## src/rtl/cpu_pkg.sv

```systemverilog
// Shared CPU constants: reset/handler PCs, instruction-memory window,
// CP0 ExcCode values, and the IF/ID register payload type.
package cpu_pkg;

  localparam int PC_W  = 32;
  localparam int EXC_W = 5;

  localparam logic [PC_W-1:0] PC_DEFAULT  = 32'h0000_3000;
  localparam logic [PC_W-1:0] EXC_HANDLER = 32'h0000_4180;
  localparam logic [PC_W-1:0] IM_BASE     = 32'h0000_3000;
  localparam logic [PC_W-1:0] IM_LIMIT    = 32'h0000_6FFF;

  localparam logic [EXC_W-1:0] EXC_NONE = 5'd0;
  localparam logic [EXC_W-1:0] EXC_INT  = 5'd0;
  localparam logic [EXC_W-1:0] EXC_ADEL = 5'd4;
  localparam logic [EXC_W-1:0] EXC_ADES = 5'd5;
  localparam logic [EXC_W-1:0] EXC_RI   = 5'd10;
  localparam logic [EXC_W-1:0] EXC_OV   = 5'd12;

  // Everything decode sees from the IF/ID boundary
  typedef struct packed {
    logic [PC_W-1:0]  pc;
    logic [31:0]      instr;
    logic [EXC_W-1:0] exccode;
    logic             bd;
    logic             valid;
  } id_regs_t;

  localparam id_regs_t ID_RESET = '{
    pc:      PC_DEFAULT,
    instr:   32'h0,
    exccode: EXC_NONE,
    bd:      1'b0,
    valid:   1'b0
  };

endpackage

```

## src/rtl/if_id_reg_if.sv

```systemverilog
// IF/ID boundary bundle: hazard controls, fetch-side inputs, decode-side outputs.
// Optional IFID_STAT_EN adds the two statistics counters.
interface if_id_reg_if;
  import cpu_pkg::*;

  logic             stall;
  logic             flush_exc;
  logic             eret_flush;
  logic [PC_W-1:0]  if_pc;
  logic [31:0]      if_instr;
  logic             if_bd;
  logic [PC_W-1:0]  id_pc;
  logic [31:0]      id_instr;
  logic [EXC_W-1:0] id_exccode;
  logic             id_bd;
  logic             id_valid;
`ifdef IFID_STAT_EN
  logic [31:0]      stat_fetched;
  logic [31:0]      stat_stalls;
`endif

  // Pipeline-register view
  modport slave (
    input  stall, flush_exc, eret_flush, if_pc, if_instr, if_bd,
`ifdef IFID_STAT_EN
    output stat_fetched, stat_stalls,
`endif
    output id_pc, id_instr, id_exccode, id_bd, id_valid
  );

  // Fetch/hazard/decode view
  modport master (
    output stall, flush_exc, eret_flush, if_pc, if_instr, if_bd,
`ifdef IFID_STAT_EN
    input  stat_fetched, stat_stalls,
`endif
    input  id_pc, id_instr, id_exccode, id_bd, id_valid
  );
endinterface

```

## src/rtl/if_id_reg_fetch_exc_check.sv

```systemverilog
// Address-error check: alignment plus an inclusive legal window, unsigned.
// Reused for M-stage load/store checks by overriding the window, alignment
// mask and the code to report (AdEL/AdES).
module fetch_exc_check
  import cpu_pkg::*;
#(
  parameter logic [PC_W-1:0]  BASE       = IM_BASE,
  parameter logic [PC_W-1:0]  LIMIT      = IM_LIMIT,
  parameter logic [1:0]       ALIGN_MASK = 2'b11,
  parameter logic [EXC_W-1:0] CODE       = EXC_ADEL
) (
  input  logic [PC_W-1:0]  addr,
  output logic             err,
  output logic [EXC_W-1:0] exccode
);

  // Misaligned or outside [BASE, LIMIT] raises the configured code
  always_comb begin
    err     = (|(addr[1:0] & ALIGN_MASK)) | (addr < BASE) | (addr > LIMIT);
    exccode = err ? CODE : EXC_NONE;
  end

endmodule

```

## src/rtl/if_id_reg.sv

```systemverilog
// IF/ID pipeline register with AdEL tagging, stall and two flush sources.
// Edge priority: reset > flush_exc > stall > eret_flush > load.
// Optional macro IFID_STAT_EN: stat_fetched / stat_stalls counters.
module if_id_reg
  import cpu_pkg::PC_W, cpu_pkg::EXC_W, cpu_pkg::EXC_NONE,
         cpu_pkg::id_regs_t, cpu_pkg::ID_RESET;
#(
  parameter logic [PC_W-1:0] IM_BASE    = cpu_pkg::IM_BASE,
  parameter logic [PC_W-1:0] IM_LIMIT   = cpu_pkg::IM_LIMIT,
  parameter logic [PC_W-1:0] HANDLER_PC = cpu_pkg::EXC_HANDLER
) (
  input logic         clk,
  input logic         reset,
  if_id_reg_if.slave  bus
);

  // Initialiser doubles as the power-up state so sim starts out of reset values
  id_regs_t         q = ID_RESET;
  id_regs_t         d;
  logic             adel;
  logic [EXC_W-1:0] adel_code;
  logic             load_en;

  fetch_exc_check #(
    .BASE  (IM_BASE),
    .LIMIT (IM_LIMIT)
  ) u_chk (
    .addr    (bus.if_pc),
    .err     (adel),
    .exccode (adel_code)
  );

  assign load_en = ~bus.flush_exc & ~bus.stall & ~bus.eret_flush;

  // Next-state select; eret squash drops a wrong-path AdEL on the floor
  always_comb begin
    d = q;
    if (bus.flush_exc)
      d = '{pc: HANDLER_PC, instr: 32'h0, exccode: EXC_NONE, bd: 1'b0, valid: 1'b0};
    else if (bus.stall)
      d = q;
    else if (bus.eret_flush)
      d = '{pc: bus.if_pc, instr: 32'h0, exccode: EXC_NONE, bd: 1'b0, valid: 1'b0};
    else if (adel)
      d = '{pc: bus.if_pc, instr: 32'h0, exccode: adel_code, bd: bus.if_bd, valid: 1'b1};
    else
      d = '{pc: bus.if_pc, instr: bus.if_instr, exccode: EXC_NONE, bd: bus.if_bd, valid: 1'b1};
  end

  // Register update, synchronous reset wins over everything
  always_ff @(posedge clk) begin
    if (reset) q <= ID_RESET;
    else       q <= d;
  end

  assign bus.id_pc      = q.pc;
  assign bus.id_instr   = q.instr;
  assign bus.id_exccode = q.exccode;
  assign bus.id_bd      = q.bd;
  assign bus.id_valid   = q.valid;

`ifdef IFID_STAT_EN
  logic [31:0] fetch_cnt = '0;
  logic [31:0] stall_cnt = '0;

  // Free-running wrap counters of good loads and effective stall edges
  always_ff @(posedge clk) begin
    if (reset) begin
      fetch_cnt <= '0;
      stall_cnt <= '0;
    end else begin
      if (load_en & ~adel)               fetch_cnt <= fetch_cnt + 32'd1;
      if (bus.stall & ~bus.flush_exc)    stall_cnt <= stall_cnt + 32'd1;
    end
  end

  assign bus.stat_fetched = fetch_cnt;
  assign bus.stat_stalls  = stall_cnt;
`else
  logic unused_load_en;
  assign unused_load_en = load_en;
`endif

endmodule
```

## src/flat_wrapper.sv

```systemverilog
// flat-port wrapper written by rule: the top's interface ports become plain ports
module if_id_reg_flat import cpu_pkg::PC_W, cpu_pkg::EXC_W, cpu_pkg::EXC_NONE,
         cpu_pkg::id_regs_t, cpu_pkg::ID_RESET;
#(
  parameter logic [PC_W-1:0] IM_BASE    = cpu_pkg::IM_BASE,
  parameter logic [PC_W-1:0] IM_LIMIT   = cpu_pkg::IM_LIMIT,
  parameter logic [PC_W-1:0] HANDLER_PC = cpu_pkg::EXC_HANDLER
)
  (clk, reset, bus_stall, bus_flush_exc, bus_eret_flush, bus_if_pc, bus_if_instr, bus_if_bd, bus_id_pc, bus_id_instr, bus_id_exccode, bus_id_bd, bus_id_valid);
  if_id_reg_if bus_i ();
  input logic clk;
  input logic reset;
  input wire logic [$bits(bus_i.stall)-1:0] bus_stall;
  input wire logic [$bits(bus_i.flush_exc)-1:0] bus_flush_exc;
  input wire logic [$bits(bus_i.eret_flush)-1:0] bus_eret_flush;
  input wire logic [$bits(bus_i.if_pc)-1:0] bus_if_pc;
  input wire logic [$bits(bus_i.if_instr)-1:0] bus_if_instr;
  input wire logic [$bits(bus_i.if_bd)-1:0] bus_if_bd;
  output wire logic [$bits(bus_i.id_pc)-1:0] bus_id_pc;
  output wire logic [$bits(bus_i.id_instr)-1:0] bus_id_instr;
  output wire logic [$bits(bus_i.id_exccode)-1:0] bus_id_exccode;
  output wire logic [$bits(bus_i.id_bd)-1:0] bus_id_bd;
  output wire logic [$bits(bus_i.id_valid)-1:0] bus_id_valid;
  assign bus_i.stall = bus_stall;
  assign bus_i.flush_exc = bus_flush_exc;
  assign bus_i.eret_flush = bus_eret_flush;
  assign bus_i.if_pc = bus_if_pc;
  assign bus_i.if_instr = bus_if_instr;
  assign bus_i.if_bd = bus_if_bd;
  assign bus_id_pc = bus_i.id_pc;
  assign bus_id_instr = bus_i.id_instr;
  assign bus_id_exccode = bus_i.id_exccode;
  assign bus_id_bd = bus_i.id_bd;
  assign bus_id_valid = bus_i.id_valid;
  if_id_reg #(.IM_BASE(IM_BASE), .IM_LIMIT(IM_LIMIT), .HANDLER_PC(HANDLER_PC)) u_core (.clk(clk), .reset(reset), .bus(bus_i));
endmodule
```

## config.mk

```make
export PLATFORM = sky130hd
export DESIGN_NAME = if_id_reg_flat
export DESIGN_NICKNAME = d
export VERILOG_FILES = /design/src/rtl/cpu_pkg.sv /design/src/rtl/if_id_reg_if.sv /design/src/rtl/if_id_reg_fetch_exc_check.sv /design/src/rtl/if_id_reg.sv /design/src/flat_wrapper.sv
export SDC_FILE = /design/constraint.sdc
export NUM_CORES = 1
export LEC_CHECK = 0
export CELL_PAD_IN_SITES_DETAIL_PLACEMENT = 1
export CELL_PAD_IN_SITES_GLOBAL_PLACEMENT = 1
export CORE_MARGIN = 5
export CORE_UTILIZATION = 30
export CTS_CLUSTER_DIAMETER = 50
export CTS_CLUSTER_SIZE = 30
export DETAILED_ROUTE_END_ITERATION = 8
export PLACE_DENSITY = 0.94
export REMOVE_ABC_BUFFERS = 1
export SLEW_MARGIN = 20
export SYNTH_ARGS = -nofsm -noshare
export SYNTH_HDL_FRONTEND = slang
export SYNTH_SLANG_ARGS = --single-unit
```

## constraint.sdc

```tcl
create_clock -name clk -period 4.5 [get_ports clk]
set_clock_uncertainty 0.2 [all_clocks]
set_input_delay 0.9 -clock clk [delete_from_list [all_inputs] [get_ports clk]]
set_output_delay 0.9 -clock clk [all_outputs]
set_load 0.005 [all_outputs]
```

==> summary.md <==
| Metric | Value |
|---|---|
| Clock Tree Buf Depth | 2 |
| Clk_lat worst skew | between 0.3 and 0.4 ns |
| WL final | 8960 µm |
| Top fanout value on the critical path | 32 |
| Worst Path Required | approximately 4.5 ns |
| Clock sink total | 67 |
| LEAKAGE | 1.57 nW |
| Pwr per Cell Area | 280 mW/mm² |
| Initial core utilization | 30.9% |
| CP endpoint | u_core.bus.id_instr[2]$_SDFFE_PP0N_ |
| Synth area leader | dfxtp_1 |
| Final Critical Period | ~2.7 ns |
| Core box area | 0.00876 mm² |
| Hold WC Path Type | flip-flop to flip-flop |
| Status | finished clean |
| WL/cell | 17.2 µm |
| # setup viols final | 0 |
| Synth cell types | 31 |
| Worst setup path start | bus_if_pc[22] |
| Share of the yosys chip area belonging to registers | 49.5% |
| Synth Register Bits | 67 |
| Vias in the first global route | 2822 |
| Total gr overflow | 0 |
| Vias per cell | 4.91 |
| Die height | approximately 110 µm |
| Syn-to-layout area delta | 57.7% |
| # DRC | 0 |
| CTS buffer count | 9 |
| Flop-to-flop setup slack | about 3.4 ns |
| Port bufs | 136 |
| Rel. slew slack | a little under three fifths |
| Die W | 105 µm |
| Post-Place Cell Area | 0.00411 mm² |
| VDD IR max | approximately 130 µV |
| Most frequent cells in the layout | clkdlybuf4s50_1, dfxtp_1, nand3_1 |
| Final nets | ~480 |
| Setup crit end kind | flip-flop |
| Critical path startpoint category | input port |
| H-tree levels | 3 |
| Clock slew at reported path FFs | 0.06 ns |
| Max cap viols | 0 |
| Clock Tree Root | clkbuf_8 |
| Fin Setup TNS | 0 ns |
| DR iter-0 viols | 54 |
| Via count | 2555 |
| First-pass GRT wire length | 14400 µm |
| Synthesized area per cell | between 9 and 10 µm² |
| Most common cell after layout, fill and taps aside | clkdlybuf4s50_1 |
| Fin crit share | between 60% and 70% |
| Cells after Synth | 281 |
| R2R Path End | u_core.bus.id_pc[8]$_SDFFE_PP0P_ |
| Crit path kind | input port to flip-flop |
| Synth Cell Area | 0.00271 mm² |
| Detail Placement HPWL | 6840 µm |
| Unrepaired setup endpoints after global routing | false |
| Share of the synthesized area in the top cell type | 49.5% |
| Top cells by area, synth | dfxtp_1, nand3_1, mux2i_1 |
| GPL Wtd Cong | 0.754 |
| Antenna-violating nets left | 0 |
| Ratio of cells with drive above 1 in the final layout | between 10% and 20% |
| Final Hold Vio Count | 0 |
| Yosys warning count | 0 |
| Largest net degree at the start of global routing | between 60 and 70 |
| Fmax | 0.368 GHz |
| Setup bufs post-CTS | 0 |
| Worst slew pin tran | 0.662 ns |
| 1st-pass router iterations | 3 |
| Hold_buf cts | 0 |
| Slew Limit Fails | 0 |
| Overall global routing resource usage | 16.0% |
| Die area | 0.0110 mm² |
| Critical path arrival | 2.76 ns |
| R2r worst-path depth | 3 |
| I/O pins | between 100 and 150 |
| Diode count | 0 |
| TritonCTS clock tree | yes |
| CTS resizes | 0 |
| # fillers | around 1.0k |
| Post-route cell area | 0.00427 mm² |
| R2R Path Start | u_core.bus.id_pc[8]$_SDFFE_PP0P_ |
| Site row count | 34 |
| Initial antenna violation count | 0 |
## cells by family (layout without fill, tap and decap cells)
| group | after synthesis | count (layout) | share of synthesized area [%] |
|---|---|---|---|
| buffers and inverters | 29 | 157 | 5.50 |
| AND/OR/NAND/NOR | 114 | 114 | 21.5 |
| XOR/XNOR | 1 | 1 | 0.324 |
| other | 1 | 4 | 0.138 |
| multiplexers | 29 | 29 | 10.7 |
| flip-flops | 67 | 67 | 49.5 |
| AO/OA/AOI/OAI | 40 | 40 | 12.3 |
## area by class of cell
type / instances / area, µm² / share of cell area, %
flip-flops and latches: 67 / 1340 / 31.4
clock inverters: 3 / 15.0 / 0.352
clock buffers: 12 / 145 / 3.40
inverters: 1 / 3.75 / 0.0879
well taps: 108 / 135 / 3.16
repair buffers: 141 / 1390 / 32.6
multi-input cells: 188 / 1240 / 28.9
## worst min path at each step
stage	cells past startpoint	start	endpoint	slack, ns
2_1_floorplan	2	u_core.bus.id_instr[3]$_SDFFE_PP0N_	u_core.bus.id_instr[3]$_SDFFE_PP0N_	0.25
3_3_place_gp	2	u_core.bus.id_instr[3]$_SDFFE_PP0N_	u_core.bus.id_instr[3]$_SDFFE_PP0N_	0.26
5_1_grt	2	u_core.bus.id_instr[3]$_SDFFE_PP0N_	u_core.bus.id_instr[3]$_SDFFE_PP0N_	0.30
4_1_cts	2	u_core.bus.id_instr[3]$_SDFFE_PP0N_	u_core.bus.id_instr[3]$_SDFFE_PP0N_	0.29
3_5_place_dp	2	u_core.bus.id_instr[3]$_SDFFE_PP0N_	u_core.bus.id_instr[3]$_SDFFE_PP0N_	0.28
6_report	2	u_core.bus.id_instr[3]$_SDFFE_PP0N_	u_core.bus.id_instr[3]$_SDFFE_PP0N_	0.29
## cell usage after synthesis
master    instances
buf_1             4
nor2_1           34
nand3_1          64
o21ai_2          30
o21ai_1           2
a32o_1            1
nand4_1           1
mux2i_1          29
or4_1             2
a22oi_1           1
dfxtp_1          67
xnor2_1           1
nand4_2           1
nor4_2            1
or3_1             1
nor3_2            1
buf_6             3
conb_1            1
and2_1            3
nor4_4            1
buf_4             4
o21bai_1          2
or4_4             1
clkbuf_1         15
buf_2             2
nand2_1           1
nor3_1            2
a211oi_1          3
inv_2             1
or2_1             1
a21oi_1           1
## per-layer routing
metal,wire length (µm),up-vias,global-route usage (%)
met5,0,-,0
met4,208,0,7.58
met3,342,15,3.14
met2,4930,71,30.3
met1,3480,1227,16.8
li1,-,1242,-
## sequential cells by signal (all words and copies together), names as in the netlist
register,cells
u_core.bus.id_instr,32
u_core.bus.id_pc,32
u_core.bus.id_bd,1
u_core.bus.id_exccode,1
u_core.bus.id_valid,1
## worst max-delay path, stage by stage
cell and delay (ns):
clkdlybuf4s50_1 0.43, or4_1 0.59, nor3_2 0.19, nand4_2 0.11, buf_4 0.30, o21ai_2 0.21
## power breakdown
group	switching, mW	leakage (nW)	total, mW	internal (mW)
logic	0.0680	0.938	0.163	0.0950
clock network	0.211	0.0860	0.421	0.210
registers	0.00626	0.544	0.611	0.605
## per-stage QoR
step           hold slack, ns  power [mW]  utilization, %  setup slack (ns)  instances
2_1_floorplan           0.253       0.670               -             0.902        256
3_3_place_gp            0.259       0.783            46.9              1.49        505
3_5_place_dp            0.277       0.789            46.9              1.45        505
4_1_cts                 0.289        1.21            48.7              1.80        520
5_1_grt                 0.300        1.25            48.7              1.76        520
6_report                0.286        1.19            48.7              1.78        520
(Power assumes the default switching activity.)
